**src/rtl/sync_fifo_pkg.sv**
```systemverilog
// Shared definitions for the single-clock FIFO: read-mode encodings and depth helper.
package sync_fifo_pkg;

  typedef enum logic {
    FIFO_STD  = 1'b0,
    FIFO_FWFT = 1'b1
  } fifo_mode_e;

  function automatic int fifo_depth(input int addr_size);
    return 1 << addr_size;
  endfunction

endpackage

```
**src/rtl/sync_fifo_mem.sv**
```systemverilog
// Register-array storage: one synchronous write port, one asynchronous read port.
module sync_fifo_mem
  import sync_fifo_pkg::*;
#(
  parameter int DATA_WIDTH = 16,
  parameter int ADDR_SIZE  = 4
) (
  input  logic                  clk,
  input  logic                  we,
  input  logic [ADDR_SIZE-1:0]  waddr,
  input  logic [DATA_WIDTH-1:0] wdata,
  input  logic [ADDR_SIZE-1:0]  raddr,
  output logic [DATA_WIDTH-1:0] rdata
);

  localparam int DEPTH = fifo_depth(ADDR_SIZE);

  logic [DATA_WIDTH-1:0] mem [DEPTH];

  always_ff @(posedge clk) begin
    if (we) begin
      mem[waddr] <= wdata;
    end
  end

  assign rdata = mem[raddr];

endmodule

```
**src/rtl/sync_fifo_fwft.sv**
```systemverilog
// Single-clock FIFO with standard or first-word-fall-through read, occupancy
// thresholds, synchronous flush and sticky overflow/underflow flags.
module sync_fifo_fwft
  import sync_fifo_pkg::*;
#(
  parameter int DATA_WIDTH    = 16,
  parameter int ADDR_SIZE     = 4,
  parameter int FWFT          = int'(FIFO_STD),
  parameter int AFULL_THRESH  = fifo_depth(ADDR_SIZE) - 2,
  parameter int AEMPTY_THRESH = 2
) (
  input  logic                  clk,
  input  logic                  rstn,
  input  logic                  flush,
  input  logic                  wr_en,
  input  logic [DATA_WIDTH-1:0] din,
  input  logic                  rd_en,
  output logic [DATA_WIDTH-1:0] dout,
  output logic                  full,
  output logic                  empty,
  output logic                  almost_full,
  output logic                  almost_empty,
  output logic [ADDR_SIZE:0]    count,
  output logic                  overflow,
  output logic                  underflow,
  input  logic                  err_clr
);

  localparam int DEPTH = fifo_depth(ADDR_SIZE);
  localparam logic [ADDR_SIZE:0] AFULL_L  = (ADDR_SIZE+1)'(AFULL_THRESH);
  localparam logic [ADDR_SIZE:0] AEMPTY_L = (ADDR_SIZE+1)'(AEMPTY_THRESH);
  localparam logic [ADDR_SIZE:0] PTR_ONE  = (ADDR_SIZE+1)'(1);

  if (!(AEMPTY_THRESH < AFULL_THRESH && AFULL_THRESH <= DEPTH)) begin : g_bad_thresh
    $error("sync_fifo_fwft: thresholds must satisfy AEMPTY_THRESH < AFULL_THRESH <= DEPTH");
  end

  logic [ADDR_SIZE:0]    wr_ptr, rd_ptr;
  logic [DATA_WIDTH-1:0] dout_q;
  logic [DATA_WIDTH-1:0] mem_rdata;
  logic                  wr_acc, rd_acc;

  assign count        = wr_ptr - rd_ptr;
  assign empty        = (wr_ptr == rd_ptr);
  assign full         = (wr_ptr[ADDR_SIZE-1:0] == rd_ptr[ADDR_SIZE-1:0]) &&
                        (wr_ptr[ADDR_SIZE] != rd_ptr[ADDR_SIZE]);
  assign almost_full  = (count >= AFULL_L);
  assign almost_empty = (count <= AEMPTY_L);

  // Flush and reset win over any request in the same cycle, so gate here to keep memory untouched.
  assign wr_acc = rstn && !flush && wr_en && !full;
  assign rd_acc = rstn && !flush && rd_en && !empty;

  sync_fifo_mem #(
    .DATA_WIDTH (DATA_WIDTH),
    .ADDR_SIZE  (ADDR_SIZE)
  ) u_mem (
    .clk   (clk),
    .we    (wr_acc),
    .waddr (wr_ptr[ADDR_SIZE-1:0]),
    .wdata (din),
    .raddr (rd_ptr[ADDR_SIZE-1:0]),
    .rdata (mem_rdata)
  );

  always_ff @(posedge clk) begin
    if (!rstn) begin
      wr_ptr    <= '0;
      rd_ptr    <= '0;
      dout_q    <= '0;
      overflow  <= 1'b0;
      underflow <= 1'b0;
    end else begin
      if (flush) begin
        wr_ptr <= '0;
        rd_ptr <= '0;
      end else begin
        if (wr_acc) wr_ptr <= wr_ptr + PTR_ONE;
        if (rd_acc) rd_ptr <= rd_ptr + PTR_ONE;
        if (rd_acc && FWFT == int'(FIFO_STD)) dout_q <= mem_rdata;
      end

      if (!flush && wr_en && full) overflow <= 1'b1;
      else if (err_clr)            overflow <= 1'b0;

      if (!flush && rd_en && empty) underflow <= 1'b1;
      else if (err_clr)             underflow <= 1'b0;
    end
  end

  assign dout = (FWFT == int'(FIFO_FWFT)) ? mem_rdata : dout_q;

endmodule

```
**config.mk**
```make
export PLATFORM = sky130hd
export DESIGN_NAME = sync_fifo_fwft
export DESIGN_NICKNAME = d
export VERILOG_FILES = /design/src/rtl/sync_fifo_pkg.sv /design/src/rtl/sync_fifo_mem.sv /design/src/rtl/sync_fifo_fwft.sv
export SDC_FILE = /design/constraint.sdc
export NUM_CORES = 1
export LEC_CHECK = 0
export CAP_MARGIN = 20
export CORE_MARGIN = 5
export CORE_UTILIZATION = 38
export CTS_CLUSTER_DIAMETER = 150
export DETAILED_ROUTE_END_ITERATION = 10
export SLEW_MARGIN = 20
export SYNTH_ARGS = -nofsm -noshare
export SYNTH_HDL_FRONTEND = slang
export SYNTH_HIERARCHICAL = 1
export SYNTH_SLANG_ARGS = --single-unit
```
**constraint.sdc**
```tcl
create_clock -name clk -period 3 [get_ports clk]
set_input_delay 0.45 -clock clk [delete_from_list [all_inputs] [get_ports clk]]
set_output_delay 0.45 -clock clk [all_outputs]
set_load 0.01 [all_outputs]
```
* Yosys cells after proc, flatten, opt, wreduce, memory -nomap -nowiden
Memories as Yosys holds them, arrays and structs flattened. A register that Yosys moved wholly into a read port is not among the register bits. Index checks and enable logic that the tools add are counted. W data, S select, Z words.
Word-level totals: word-level logic and storage cells 38, output and inout bits 27, bits of input ports 22, register bits after elaboration 12, RAM bits 256, memories 1
Memories:
- u_mem.mem | depth 16, width 16, read ports 1, clocked after Yosys merged registers in 1, write ports 1, line sync_fifo_mem.sv:18 | logic [DATA_WIDTH-1:0] mem [DEPTH];
Cells by class: add/sub/neg operators 3, bitwise logic cells 2, magnitude comparators 2, muxes and demuxes 5, eq/ne operators 3, reductions and logical operators 18
Operator list (count):
- $add A5 B1 Y5 const B | 2
- $logic_and A1 B1 Y1 | 10
- $eq A5 B5 Y1 | 1
- $ge A5 B4 Y1 const B | 1
- $le A5 B2 Y1 const B | 1
- $mux W1 | 5
- $sub A5 B5 Y5 | 1
- $eq A4 B4 Y1 | 1
- $logic_not A1 Y1 | 4
- $reduce_bool A2 Y1 | 2
- $not A1 Y1 | 2
- $reduce_and A2 Y1 | 1
- $reduce_or A2 Y1 | 1
- $ne A1 B1 Y1 | 1

* Depth between registers and ports, before layout
depth after elaboration 6, gate-level depth with buffers 8, depth with buffers taken out 8

* Hierarchy
Netlist, hierarchy kept.
By module, submodules not included:
- sync_fifo_mem | area each 9723.1 µm², times used 1, cells each 416
- sync_fifo_fwft | area each 1307.5 µm², times used 1, cells each 154

* Least setup slack after synthesis
OpenSTA, ideal clock, no wires.
kind reg-to-reg, start register wr_ptr[0], end memory u_mem.mem[0][0], enable pin, library setup time 0.409 ns, slack -0.360 ns, period minus slack after synthesis 3.360 ns, required time 2.591 ns, arrival time 2.951 ns, path buffers 0, cell stages (with the launch flop) 8, cells stage by stage dfxtp_1 > inv_1 > ha_1 > nand4_2 > o21ai_1 > nor2_1 > or3b_2 > nor3_1
On the way: word-level cells in the longest chain between the ends 6
Ends and longest elaborated chain:
- start, declared | line sync_fifo_fwft.sv:38 | logic [ADDR_SIZE:0] wr_ptr, rd_ptr;
- start signal, assigned | line sync_fifo_fwft.sv:78 | if (wr_acc) wr_ptr <= wr_ptr + PTR_ONE;
- $eq A4 B4 Y1 | line sync_fifo_fwft.sv:45 | assign full = (wr_ptr[ADDR_SIZE-1:0] == rd_ptr[ADDR_SIZE-1:0]) &&
- $logic_and A1 B1 Y1 | line sync_fifo_fwft.sv:45
- $logic_not A1 Y1 | line sync_fifo_fwft.sv:51 | assign wr_acc = rstn && !flush && wr_en && !full;
- $logic_and A1 B1 Y1 | line sync_fifo_fwft.sv:51
- via wr_acc | line sync_fifo_fwft.sv:41 | logic wr_acc, rd_acc;
- $mux W1 | line sync_fifo_mem.sv:21 | if (we) begin
- $mux W1 (not written as such) | line sync_fifo_mem.sv:22 | mem[waddr] <= wdata;
- end, declared | line sync_fifo_mem.sv:18
The timed path passes the listed nets, and every way through them passes these cells.

* Final worst setup path
start register wr_ptr[0], end output almost_empty
On the way: word-level cells in the longest chain between the ends 2
Ends and longest elaborated chain:
- $sub A5 B5 Y5 | line sync_fifo_fwft.sv:43 | assign count = wr_ptr - rd_ptr;
- $le A5 B2 Y1 | line sync_fifo_fwft.sv:48 | assign almost_empty = (count <= AEMPTY_L);
- end, declared | line sync_fifo_fwft.sv:22 | output logic almost_empty,
Every way passes these cells.

==> flow_metrics.py <==
metrics = {
    "run": {
        "drv_cap": 0,
    },
    "worst_setup_path": {
        "worstPathRequired_ns": 2.55,
        "max_stage_delay_ns": 0.34,
        "crit_path_max_fanout": 3,
        "crit_buf_inv": 3,
        "path_cells": "inv_2, ha_2, inv_1, fa_2, a21o_1, a21oi_2, xnor2_2, a2111oi_1, buf_2",
        "startpoint_type": "register",
        "endpoint_kind": "output port",
        "cp_data_arrival_time_ns": 2.41,
        "cpMaxStageDelayCell": "fa_2",
        "worst-r2r-setup-slack_ns": 0.39,
        "criticalPathCategory": "reg -> out",
        "cp_top_family": "compound AO/OA/AOI/OAI gates",
    },
    "cells_and_area": {
        "final_nets": 693,
        "mostFrequentLayoutCells": "256 x edfxtp_1, 54 x mux4_2, 44 x clkdlybuf4s50_1, 43 x buf_4, 36 x nand2_1",
        "layout_commonest_cell": "edfxtp_1",
        "syn_to_final_growth_pct": 20.2,
        "final_layout_size_suffix_gt1_frac": 0.242,
        "seq_area_um2": 8260,
        "antenna_cells": 0,
        "final_core_util": 0.462,
        "multi_input_area_um2": 2660,
        "nFillCells": 2413,
    },
    "floorplanning": {
        "die_y_um": 180,
        "ios": 49,
        "die_x_um": 180,
        "row_count": 62,
        "start_util": 0.384,
        "dieArea_um2": 32500,
        "fp.coreArea_um2": 28700,
    },
    "logic_synthesis": {
        "ys_async_sr_fraction": 0,
        "synth_nets": 599,
        "ys_seq_elements": 284,
        "ys_types": 39,
        "synth_warnings": 6,
        "yosysTopAreaCell": "edfxtp_1",
        "synth_seq_area_share": 0.748,
        "synth_top_cell_area_share": 0.697,
        "netlist_instances": 570,
        "synth_area_per_cell_um2": 19.4,
        "synth_top_flop_cell": "edfxtp_1",
        "synth_area_leaders": "edfxtp_1 70%, mux4_2 11%, dfxtp_1 5.1%, mux4_1 2.4%, a22oi_1 2.2%",
        "syn_area_um2": 11000,
        "synth_enable_flop_cells": 256,
    },
    "route": {
        "viasPerCell": 5.21,
        "dr.pass1.iters": 5,
        "via_count": 5576,
        "drt_iter0_drc": 329,
        "ant_nets": 0,
        "post_drt_wl_per_cell_um": 21.9,
        "wirelength_um": 23400,
        "drc": 0,
    },
    "grt": {
        "antenna_found_initial": 0,
        "grt_max_degree": 68,
        "grt_pass1_wl_um": 35600,
        "track_usage": 0.142,
        "grt_pass1_vias": 5726,
        "gr-total-overflow": 0,
    },
    "timing": {
        "tightest_slew_ns": 1.04,
        "hold_viol": 0,
        "period_minus_slack_ns": 2.86,
        "skew_ns": 0.0200,
        "relSlewSlack": 0.305,
        "timing.final.crit_share": 0.952,
        "rsz0062_at_grt": "no",
        "final.setup.tns_ns": 0,
        "slew_violations": 0,
        "setup_viol": 0,
        "fmax_ghz": 0.350,
        "setup_ws_ns": 0.143,
    },
    "clock_network": {
        "cts_htree_levels": 1,
        "cts_buffers": 28,
        "tritoncts": "done",
        "clock-sinks": 284,
        "clockBufferDepth": 3,
        "clk_pin_slew_ns": 0.06,
        "hold_buffers": 0,
        "clock_latency_ns": 0.54,
        "postCtsSetupBuffers": 0,
        "clockRootBuffer": "clkbuf_16",
    },
    "pwr": {
        "power_leakage_nw": 4.23,
        "peakVddDrop_mv": 0.401,
        "p_per_area_nw_per_um2": 625,
    },
    "worst_hold_path": {
        "holdCritPathClass": "reg -> reg",
    },
    "outcome": {
        "status": "finished clean",
    },
    "placement": {
        "portBuffers": 48,
        "pre_cts_ws_ns": 0.0617,
        "gp_congestion": 0.758,
        "hpwl_um": 14300,
    },
}
## per-layer routing
metal,GRT usage,vias to the layer above,part of all wire
met2,0.231,165,0.48
met3,0.0248,31,0.059
met5,0,-,0
met4,0.0339,0,0.018
met1,0.200,2872,0.45
li1,-,2508,-
## per-stage QoR
stage | instance area [um^2] | total power [mW] | hold slack [ns] | cells
floorplan | 11000 | 4.52 | 0.481 | 570
global placement | 12200 | 4.64 | 0.459 | 1018
detailed placement | 12200 | 4.65 | 0.461 | 1018
CTS | 13200 | 8.37 | 0.470 | 1070
global route | 13300 | 8.55 | 0.505 | 1070
finish | 13300 | 8.28 | 0.466 | 1070
## what timing repair did
| action | CTS | global route |
|---|---|---|
| resized for setup | 5 | 13 |
| setup endpoints to repair | 4 | 5 |
| pin swaps | 1 | 3 |
| cloned | 0 | 0 |
## area by class of cell
class | instances | area share
Sequential cell | 284 | 0.623
Clock buffer | 34 | 0.0562
Timing Repair Buffer | 93 | 0.0633
Clock inverter | 18 | 0.0193
Tap cell | 384 | 0.0362
Inverter | 6 | 0.00170
Multi-Input combinational cell | 251 | 0.200
## tightest hold or removal path, stage by stage (launching register included)
cell and delay [ns]:
dfxtp_1 0.31, nand3_1 0.05, o21ai_0 0.06
## Yosys cell counts (4+ instances only)
| cell type | number |
|---|---|
| edfxtp_1 | 256 |
| mux4_2 | 54 |
| nand2_1 | 36 |
| a22oi_1 | 32 |
| dfxtp_1 | 28 |
| nor2_1 | 23 |
| o21ai_0 | 19 |
| nand3_1 | 18 |
| clkbuf_1 | 14 |
| mux4_1 | 10 |
| ha_1 | 6 |
| inv_1 | 6 |
| a21oi_1 | 5 |
| buf_2 | 5 |
| nor2b_1 | 5 |
| xor2_1 | 5 |
| buf_6 | 4 |
| nor3_1 | 4 |
| o21ai_1 | 4 |
## flip-flops by register name, summed over array words and instances (netlist names)
name,flops
dout,16
u_mem/mem,256
wr_ptr,5
rd_ptr,5
overflow,1
underflow,1
## final timing paths
path,start,cells past startpoint,endpoint
worst max-delay path,wr_ptr[0],9,almost_empty
worst min-delay path,dout[3],2,dout[3]
worst max register to register,wr_ptr[3],7,u_mem/mem[2][6]
worst min register to register,dout[3],2,dout[3]
## where the power goes
part	internal [mW]	leakage (nW)	switching, mW
combinational	0.0997	1.21	0.130
sequential	4.32	2.53	0.00578
clock	2.29	0.483	1.43
## kinds of logic (layout without fill, tap and decap cells)
family / Yosys count / in the layout / share of synthesized area
multiplexers: 66 / 66 / 0.136
XOR/XNOR: 10 / 10 / 0.00930
buffers and inverters: 35 / 151 / 0.0162
adder cells (fa/ha/maj): 7 / 7 / 0.00862
AND/OR/NAND/NOR: 100 / 100 / 0.0421
AO/OA/AOI/OAI: 68 / 68 / 0.0402
flip-flops: 284 / 284 / 0.748
(Power assumes the default switching activity.)
